===== config.mk =====
export PLATFORM = sky130hd
export DESIGN_NAME = uart_cmd_decoder
export DESIGN_NICKNAME = d
export VERILOG_FILES = /design/src/rtl/uart_cmd_pkg.sv /design/src/rtl/cmd_timeout_timer.sv /design/src/rtl/uart_cmd_decoder.sv
export SDC_FILE = /design/constraint.sdc
export NUM_CORES = 1
export LEC_CHECK = 0
export BUFFER_PORTS_ARGS = -buffer_cell sky130_fd_sc_hd__buf_2
export CAP_MARGIN = 20
export CELL_PAD_IN_SITES_DETAIL_PLACEMENT = 2
export CELL_PAD_IN_SITES_GLOBAL_PLACEMENT = 2
export CORE_MARGIN = 1
export CORE_UTILIZATION = 41
export CTS_CLUSTER_SIZE = 20
export DETAILED_ROUTE_END_ITERATION = 8
export PLACE_DENSITY_LB_ADDON = 0.1
export SYNTH_ARGS = -nofsm -noshare
export SYNTH_HDL_FRONTEND = slang
export SYNTH_HIERARCHICAL = 1
export SYNTH_SLANG_ARGS = --single-unit

===== constraint.sdc =====
create_clock -name clk -period 6.7 [get_ports clk]
set_clock_uncertainty 0.2 [all_clocks]
set_input_delay 0 -clock clk [delete_from_list [all_inputs] [get_ports clk]]
set_output_delay 0 -clock clk [all_outputs]
set_load 0.02 [all_outputs]

===== src/rtl/uart_cmd_pkg.sv =====
// Shared ASCII constants, FSM state encoding and BCD helpers for the UART command decoder.
package uart_cmd_pkg;
  localparam logic [7:0] CH_R  = 8'h52;
  localparam logic [7:0] CH_C  = 8'h43;
  localparam logic [7:0] CH_M  = 8'h4D;
  localparam logic [7:0] CH_T  = 8'h54;
  localparam logic [7:0] CH_CR = 8'h0D;
  localparam logic [7:0] CH_LF = 8'h0A;
  localparam logic [7:0] CH_0  = 8'h30;
  localparam logic [7:0] CH_9  = 8'h39;

  localparam int DIGITS      = 6;
  localparam int DIGIT_CNT_W = 3;

  typedef enum logic [1:0] {
    IDLE = 2'd0,
    SET  = 2'd1,
    EOL  = 2'd2
  } state_t;

  // Upper-case letter constant matched in either case (bit 5 is the ASCII case bit).
  function automatic logic is_letter(input logic [7:0] b, input logic [7:0] ch);
    return (b == ch) || (b == (ch | 8'h20));
  endfunction

  function automatic logic is_eol(input logic [7:0] b);
    return (b == CH_CR) || (b == CH_LF);
  endfunction

  function automatic logic is_digit(input logic [7:0] b);
    return (b >= CH_0) && (b <= CH_9);
  endfunction

  // tens*10 + ones built as tens*8 + tens*2 + ones so no multiplier is inferred.
  function automatic logic [6:0] bcd_pair(input logic [3:0] tens, input logic [3:0] ones);
    logic [6:0] t;
    t = {3'b000, tens};
    return (t << 3) + (t << 1) + {3'b000, ones};
  endfunction
endpackage


===== src/rtl/cmd_timeout_timer.sv =====
// Inter-byte watchdog: counts enabled cycles and flags the last allowed cycle of a frame.
module cmd_timeout_timer #(
  parameter int unsigned TIMEOUT_CYCLES = 100_000_000
) (
  input  logic clk,
  input  logic rst,
  input  logic clear,
  input  logic enable,
  output logic expire
);
  localparam int unsigned CNT_W = $clog2(TIMEOUT_CYCLES);
  localparam logic [CNT_W-1:0] LAST = CNT_W'(TIMEOUT_CYCLES - 1);

  logic [CNT_W-1:0] count;

  // NOTE: sequential state uses non-blocking assignments so every flop samples pre-edge values.
  always_ff @(posedge clk) begin
    if (rst || clear) count <= '0;
    else if (enable)  count <= count + CNT_W'(1);
  end

  assign expire = enable && (count == LAST);
endmodule


===== src/rtl/uart_cmd_decoder.sv =====
// ASCII command decoder: single-char pulses plus 'T' HHMMSS <CR|LF> time-set frames.
// Optional byte echo to the UART transmitter is enabled by defining CMD_ECHO_EN.
module uart_cmd_decoder
  import uart_cmd_pkg::*;
#(
  parameter int unsigned TIMEOUT_CYCLES = 100_000_000,
  parameter int unsigned HOUR_MAX       = 24
) (
  input  logic       clk,
  input  logic       rst,
  input  logic [7:0] rx_data,
  input  logic       rx_done,
  output logic       cmd_run,
  output logic       cmd_clear,
  output logic       cmd_mode,
  output logic       set_valid,
  output logic [4:0] set_hour,
  output logic [5:0] set_min,
  output logic [5:0] set_sec,
  output logic       cmd_err,
  output logic       busy,
  output logic [7:0] tx_data,
  output logic       tx_start,
  input  logic       tx_busy
);
  state_t                 state, state_nxt;
  logic [DIGIT_CNT_W-1:0] digit_cnt, cnt_nxt;
  logic [3:0]             digit [DIGITS];
  logic                   digit_we;
  logic                   run_nxt, clear_nxt, mode_nxt, valid_nxt, err_nxt;
  logic [6:0]             hour_bin, min_bin, sec_bin;
  logic                   range_ok;
  logic                   expire;

  cmd_timeout_timer #(.TIMEOUT_CYCLES(TIMEOUT_CYCLES)) u_timer (
    .clk    (clk),
    .rst    (rst),
    .clear  (rx_done || (state == IDLE)),
    .enable (state != IDLE),
    .expire (expire)
  );

  assign hour_bin = bcd_pair(digit[0], digit[1]);
  assign min_bin  = bcd_pair(digit[2], digit[3]);
  assign sec_bin  = bcd_pair(digit[4], digit[5]);
  assign range_ok = ({25'd0, hour_bin} < HOUR_MAX) && (min_bin < 7'd60) && (sec_bin < 7'd60);

  always_comb begin
    // NOTE: every always_comb output gets a default first so no path can infer a latch.
    state_nxt = state;
    cnt_nxt   = digit_cnt;
    digit_we  = 1'b0;
    run_nxt   = 1'b0;
    clear_nxt = 1'b0;
    mode_nxt  = 1'b0;
    valid_nxt = 1'b0;
    err_nxt   = 1'b0;
    if (rx_done) begin
      case (state)
        IDLE: begin
          if (is_letter(rx_data, CH_R))      run_nxt   = 1'b1;
          else if (is_letter(rx_data, CH_C)) clear_nxt = 1'b1;
          else if (is_letter(rx_data, CH_M)) mode_nxt  = 1'b1;
          else if (is_letter(rx_data, CH_T)) begin
            state_nxt = SET;
            cnt_nxt   = '0;
          end else if (!is_eol(rx_data))     err_nxt   = 1'b1;
        end
        SET: begin
          if (is_digit(rx_data)) begin
            digit_we = 1'b1;
            cnt_nxt  = digit_cnt + DIGIT_CNT_W'(1);
            if (digit_cnt == DIGIT_CNT_W'(DIGITS - 1)) state_nxt = EOL;
          end else begin
            err_nxt   = 1'b1;
            state_nxt = IDLE;
          end
        end
        EOL: begin
          if (is_eol(rx_data) && range_ok) valid_nxt = 1'b1;
          else                             err_nxt   = 1'b1;
          state_nxt = IDLE;
        end
        default: state_nxt = IDLE;
      endcase
    end else if (expire) begin
      // A byte arriving in the expiry cycle takes priority over the abort.
      err_nxt   = 1'b1;
      state_nxt = IDLE;
    end
  end

  always_ff @(posedge clk) begin
    if (rst) begin
      state     <= IDLE;
      digit_cnt <= '0;
      // NOTE: the digit file is small and explicitly cleared so reset state is fully defined.
      for (int i = 0; i < DIGITS; i++) digit[i] <= '0;
      cmd_run   <= 1'b0;
      cmd_clear <= 1'b0;
      cmd_mode  <= 1'b0;
      set_valid <= 1'b0;
      cmd_err   <= 1'b0;
      busy      <= 1'b0;
      set_hour  <= '0;
      set_min   <= '0;
      set_sec   <= '0;
    end else begin
      state     <= state_nxt;
      digit_cnt <= cnt_nxt;
      if (digit_we) digit[digit_cnt] <= rx_data[3:0];
      cmd_run   <= run_nxt;
      cmd_clear <= clear_nxt;
      cmd_mode  <= mode_nxt;
      set_valid <= valid_nxt;
      cmd_err   <= err_nxt;
      busy      <= (state_nxt != IDLE);
      if (valid_nxt) begin
        set_hour <= hour_bin[4:0];
        set_min  <= min_bin[5:0];
        set_sec  <= sec_bin[5:0];
      end
    end
  end

`ifdef CMD_ECHO_EN
  always_ff @(posedge clk) begin
    if (rst) begin
      tx_start <= 1'b0;
      tx_data  <= '0;
    end else begin
      tx_start <= rx_done && !tx_busy;
      if (rx_done && !tx_busy) tx_data <= rx_data;
    end
  end
`else
  logic unused_tx_busy;
  assign unused_tx_busy = tx_busy;
  assign tx_start       = 1'b0;
  assign tx_data        = '0;
`endif
endmodule

==> flow_metrics.tcl <==
set metrics [dict create \
    clk_path_buf_depth 2 \
    rr_endpoint "set_min[4]$_SDFFE_PP0P_" \
    ys_async_sr_fraction 0 \
    antenna_cells 0 \
    grt_setup_unrepaired "no" \
    row_count 37 \
    relSlewSlack 0.3229 \
    max_cap_viol_count 0 \
    grt_overflow 0 \
    post-route-min-period_ns 3.856 \
    syn_to_final_growth_pct 11.47 \
    dieArea_um2 11170 \
    cp_max_fo 17 \
    ios 44 \
    synthAdderAreaFrac 0.09537 \
    hold_viol 0 \
    nNetsFinal 523 \
    peakVddDrop_uv 100.5 \
    synth_top_family_by_area "simple AND/OR/NAND/NOR gates" \
    synth_seq_cells 79 \
    die_w_um 105.7 \
    cts-root-buf "clkbuf_8" \
    cts_resized 0 \
    viasPerCell 5.416 \
    ys_seq_area_frac 0.4133 \
    path_buf_inv 2 \
    die_y_um 105.7 \
    clkSinkCount 79 \
    power_density_nw_per_um2 190.2 \
    htreeDepth 3 \
    synth_xor_xnor_area_share 0.04769 \
    drt-total-wl_um 11750 \
    maxSlewViolCount 0 \
    fin_crit_sh 0.5755 \
    synth_top_area_share 0.2498 \
    grt_use_total 0.2230 \
    drc 0 \
    synth_cells 442 \
    grt_pass1_wl_um 19170 \
    ys_types 61 \
    gp_congestion 0.7122 \
    dr.first_iter.drc_count 116 \
    antenna_found_initial 0 \
    synth_area_um2 4408 \
    r2r_slack_ns 2.84 \
    reg2reg_depth 10 \
    end_kind "flip-flop" \
    synth_edf_count 24 \
    yosys_warnings 6 \
    final_antenna_net_count 0 \
    tightest_slew_ns 1.012 \
    cts_tree "done" \
    critPathKind "flip-flop to flip-flop" \
    port_buffers 33 \
    wl_per_cell_um 18.89 \
    insertion_delay_ns 0.36 \
    critPathMaxStageDelay_ns 0.79 \
    worst-path-stages 10 \
    synth_area_leaders "dfxtp_1 25%, edfxtp_1 16%, ha_1 6.8%" \
    min_to "state[0]$_SDFF_PP0_" \
    worst_setup_path_start_kind "flip-flop" \
    critPathSlowestCell "nor3_4" \
    numCtsBuffers 9 \
    grt_max_degree 53 \
    final.setup.tns_ns 0 \
    syn_area_per_cell_um2 9.973 \
    whs_path_depth 2 \
    core_area_um2 10370 \
    fmax_mhz 259.3 \
    worstPathCellList "inv_1 -> fa_1 -> inv_1 -> fa_1 -> xor2_1 -> nand2_1 -> o2111ai_1 -> a211o_1 -> nor3_4 -> mux2_4" \
    post-dp-hpwl_um 8034 \
    setup_viol 0 \
    timing.rr.start "digit[0][0]$_SDFFCE_PN0P_" \
    via_count 3369 \
    power_uw 934.7 \
    required_ns 6.76 \
    p_leak_nw 1.934 \
    arrival_ns 3.91 \
    drt_pass1_iterations 4 \
    ctsHoldBuffers 11 \
    crit_family "adder cells" \
    ys.flop_type "dfxtp_1" \
    drive_gt1_frac 0.1399 \
    status "complete, no violations" \
    yosys.area.top_type "dfxtp_1" \
    synthSimpleGateAreaFrac 0.2597 \
    grt_pass1_vias 3638 \
    initial_core_util 0.4251 \
    min_path_type "input pin to flip-flop" \
    cts.clk_slew.worst_paths_ns 0.08 \
    yosys-mux-area-fraction 0.04542 \
    postCtsSetupBuffers 0 \
    min_from "rst" \
    synth_compound_area_frac 0.08941 \
]
-- how the worst max path moves through the flow --
| stage | start | end | slack [ns] |
|---|---|---|---|
| floorplan | digit[2][0]$_SDFFCE_PN0P_ | set_min[4]$_SDFFE_PP0P_ | 3.53 |
| global placement | digit[2][0]$_SDFFCE_PN0P_ | set_min[5]$_SDFFE_PP0P_ | 2.95 |
| detailed placement | digit[4][0]$_SDFFCE_PN0P_ | set_min[5]$_SDFFE_PP0P_ | 2.92 |
| CTS | digit[0][0]$_SDFFCE_PN0P_ | set_min[5]$_SDFFE_PP0P_ | 2.86 |
| global route | digit[0][0]$_SDFFCE_PN0P_ | set_min[5]$_SDFFE_PP0P_ | 2.68 |
| finish | digit[0][0]$_SDFFCE_PN0P_ | set_min[4]$_SDFFE_PP0P_ | 2.84 |
-- routing by layer --
metal | track usage | up-vias | part of all wire
li1 | - | 1625 | -
met1 | 0.2733 | 1666 | 0.46
met2 | 0.3926 | 59 | 0.50
met3 | 0.04082 | 19 | 0.023
met4 | 0.07341 | 0 | 0.019
met5 | 0 | - | 0
-- power breakdown --
part / switching [mW] / internal, mW
registers: 0.00396 / 0.497
logic: 0.0499 / 0.0320
clock network: 0.185 / 0.168
-- metrics by stage --
stage               instances    util  hold WS [ns]  area [um^2]  setup WS, ns
floorplan                 450       -       -0.1233         4438         3.527
CTS                       622  0.4738      0.004017         4913         2.860
finish                    622  0.4738      0.005954         4913         2.844
global placement          595  0.4459       0.07988         4624         2.953
global route              622  0.4738       0.04902         4913         2.684
detailed placement        595  0.4459       0.08775         4624         2.921
-- worst reg2reg max path, delay by kind of cell (launching register included) --
kind	cells	cell delay (ns)
AO/OA/AOI/OAI	2	0.54
XOR/XNOR	1	0.18
adder cells (fa/ha/maj)	2	0.99
buffers and inverters	2	0.16
flip-flops	1	0.41
multiplexers	1	0.35
AND/OR/NAND/NOR	2	0.93
-- synth_stat cells, types with 3 or more instances --
master and instances:
dfxtp_1 55, nand2b_1 34, nor2_1 32, and2_1 27, edfxtp_1 24, ha_1 24, a21oi_1 18, inv_1 17
mux2i_1 17, nand2_1 16, xor2_1 14, o21ai_0 12, nand4_1 11, clkbuf_1 10, or3_1 10, xnor2_1 10
buf_4 9, and4_1 7, or2_2 7, a21o_1 6, fa_1 6, nand3_1 6, and3_1 5, nor4_1 5
a21oi_2 4, nor2b_1 4, nor3_1 4, a2bb2oi_1 3, nand3b_1 3, nor4b_1 3, or4_1 3
-- cell type report --
class                      count  area, um^2
clock buffer                  10       127.6
tap                          136       170.2
inverter                      17       63.81
fill                        1141        5456
sequential                    79        1822
clock inverter                 6       51.30
multi-input combinational    330        2404
timing repair buffer          44       275.3
-- sequential cells by signal, indices dropped and copies added (netlist names) --
name           count
digit             24
set_hour           5
cmd_clear          1
set_min            6
digit_cnt          3
state              2
set_valid          1
set_sec            6
busy               1
u_timer/count     27
cmd_run            1
cmd_err            1
cmd_mode           1
-- cells in the final DEF, fill, tap and decap left out, drive strengths merged, types with 4 or more instances in the layout --
master | netlist | layout
and4 | 8 | 8
inv | 17 | 17
or4 | 4 | 4
nand2b | 35 | 35
nor3 | 5 | 5
nor2b | 4 | 4
or2 | 7 | 7
dlygate4sd3 | 0 | 11
a21oi | 22 | 22
nand2 | 16 | 16
a21o | 6 | 6
ha | 24 | 24
clkinv | 0 | 5
nand3 | 6 | 6
clkbuf | 11 | 10
nor4 | 6 | 6
xor2 | 14 | 14
or3 | 11 | 11
nand4 | 12 | 12
dfxtp | 55 | 55
xnor2 | 10 | 10
edfxtp | 24 | 24
mux2i | 17 | 17
and2 | 27 | 27
and3 | 5 | 5
buf | 13 | 33
conb | 1 | 9
fa | 6 | 6
nor2 | 32 | 32
o21ai | 12 | 12
-- cell families (layout without fill, tap and decap cells) --
logic type | Yosys count | count (layout)
compound gates | 59 | 59
mux | 19 | 19
fa+ha+maj | 30 | 30
xor+xnor | 24 | 24
flops | 79 | 79
buf+inv | 41 | 77
simple gates | 189 | 189
other cells | 1 | 9
(Power assumes the default switching activity.)
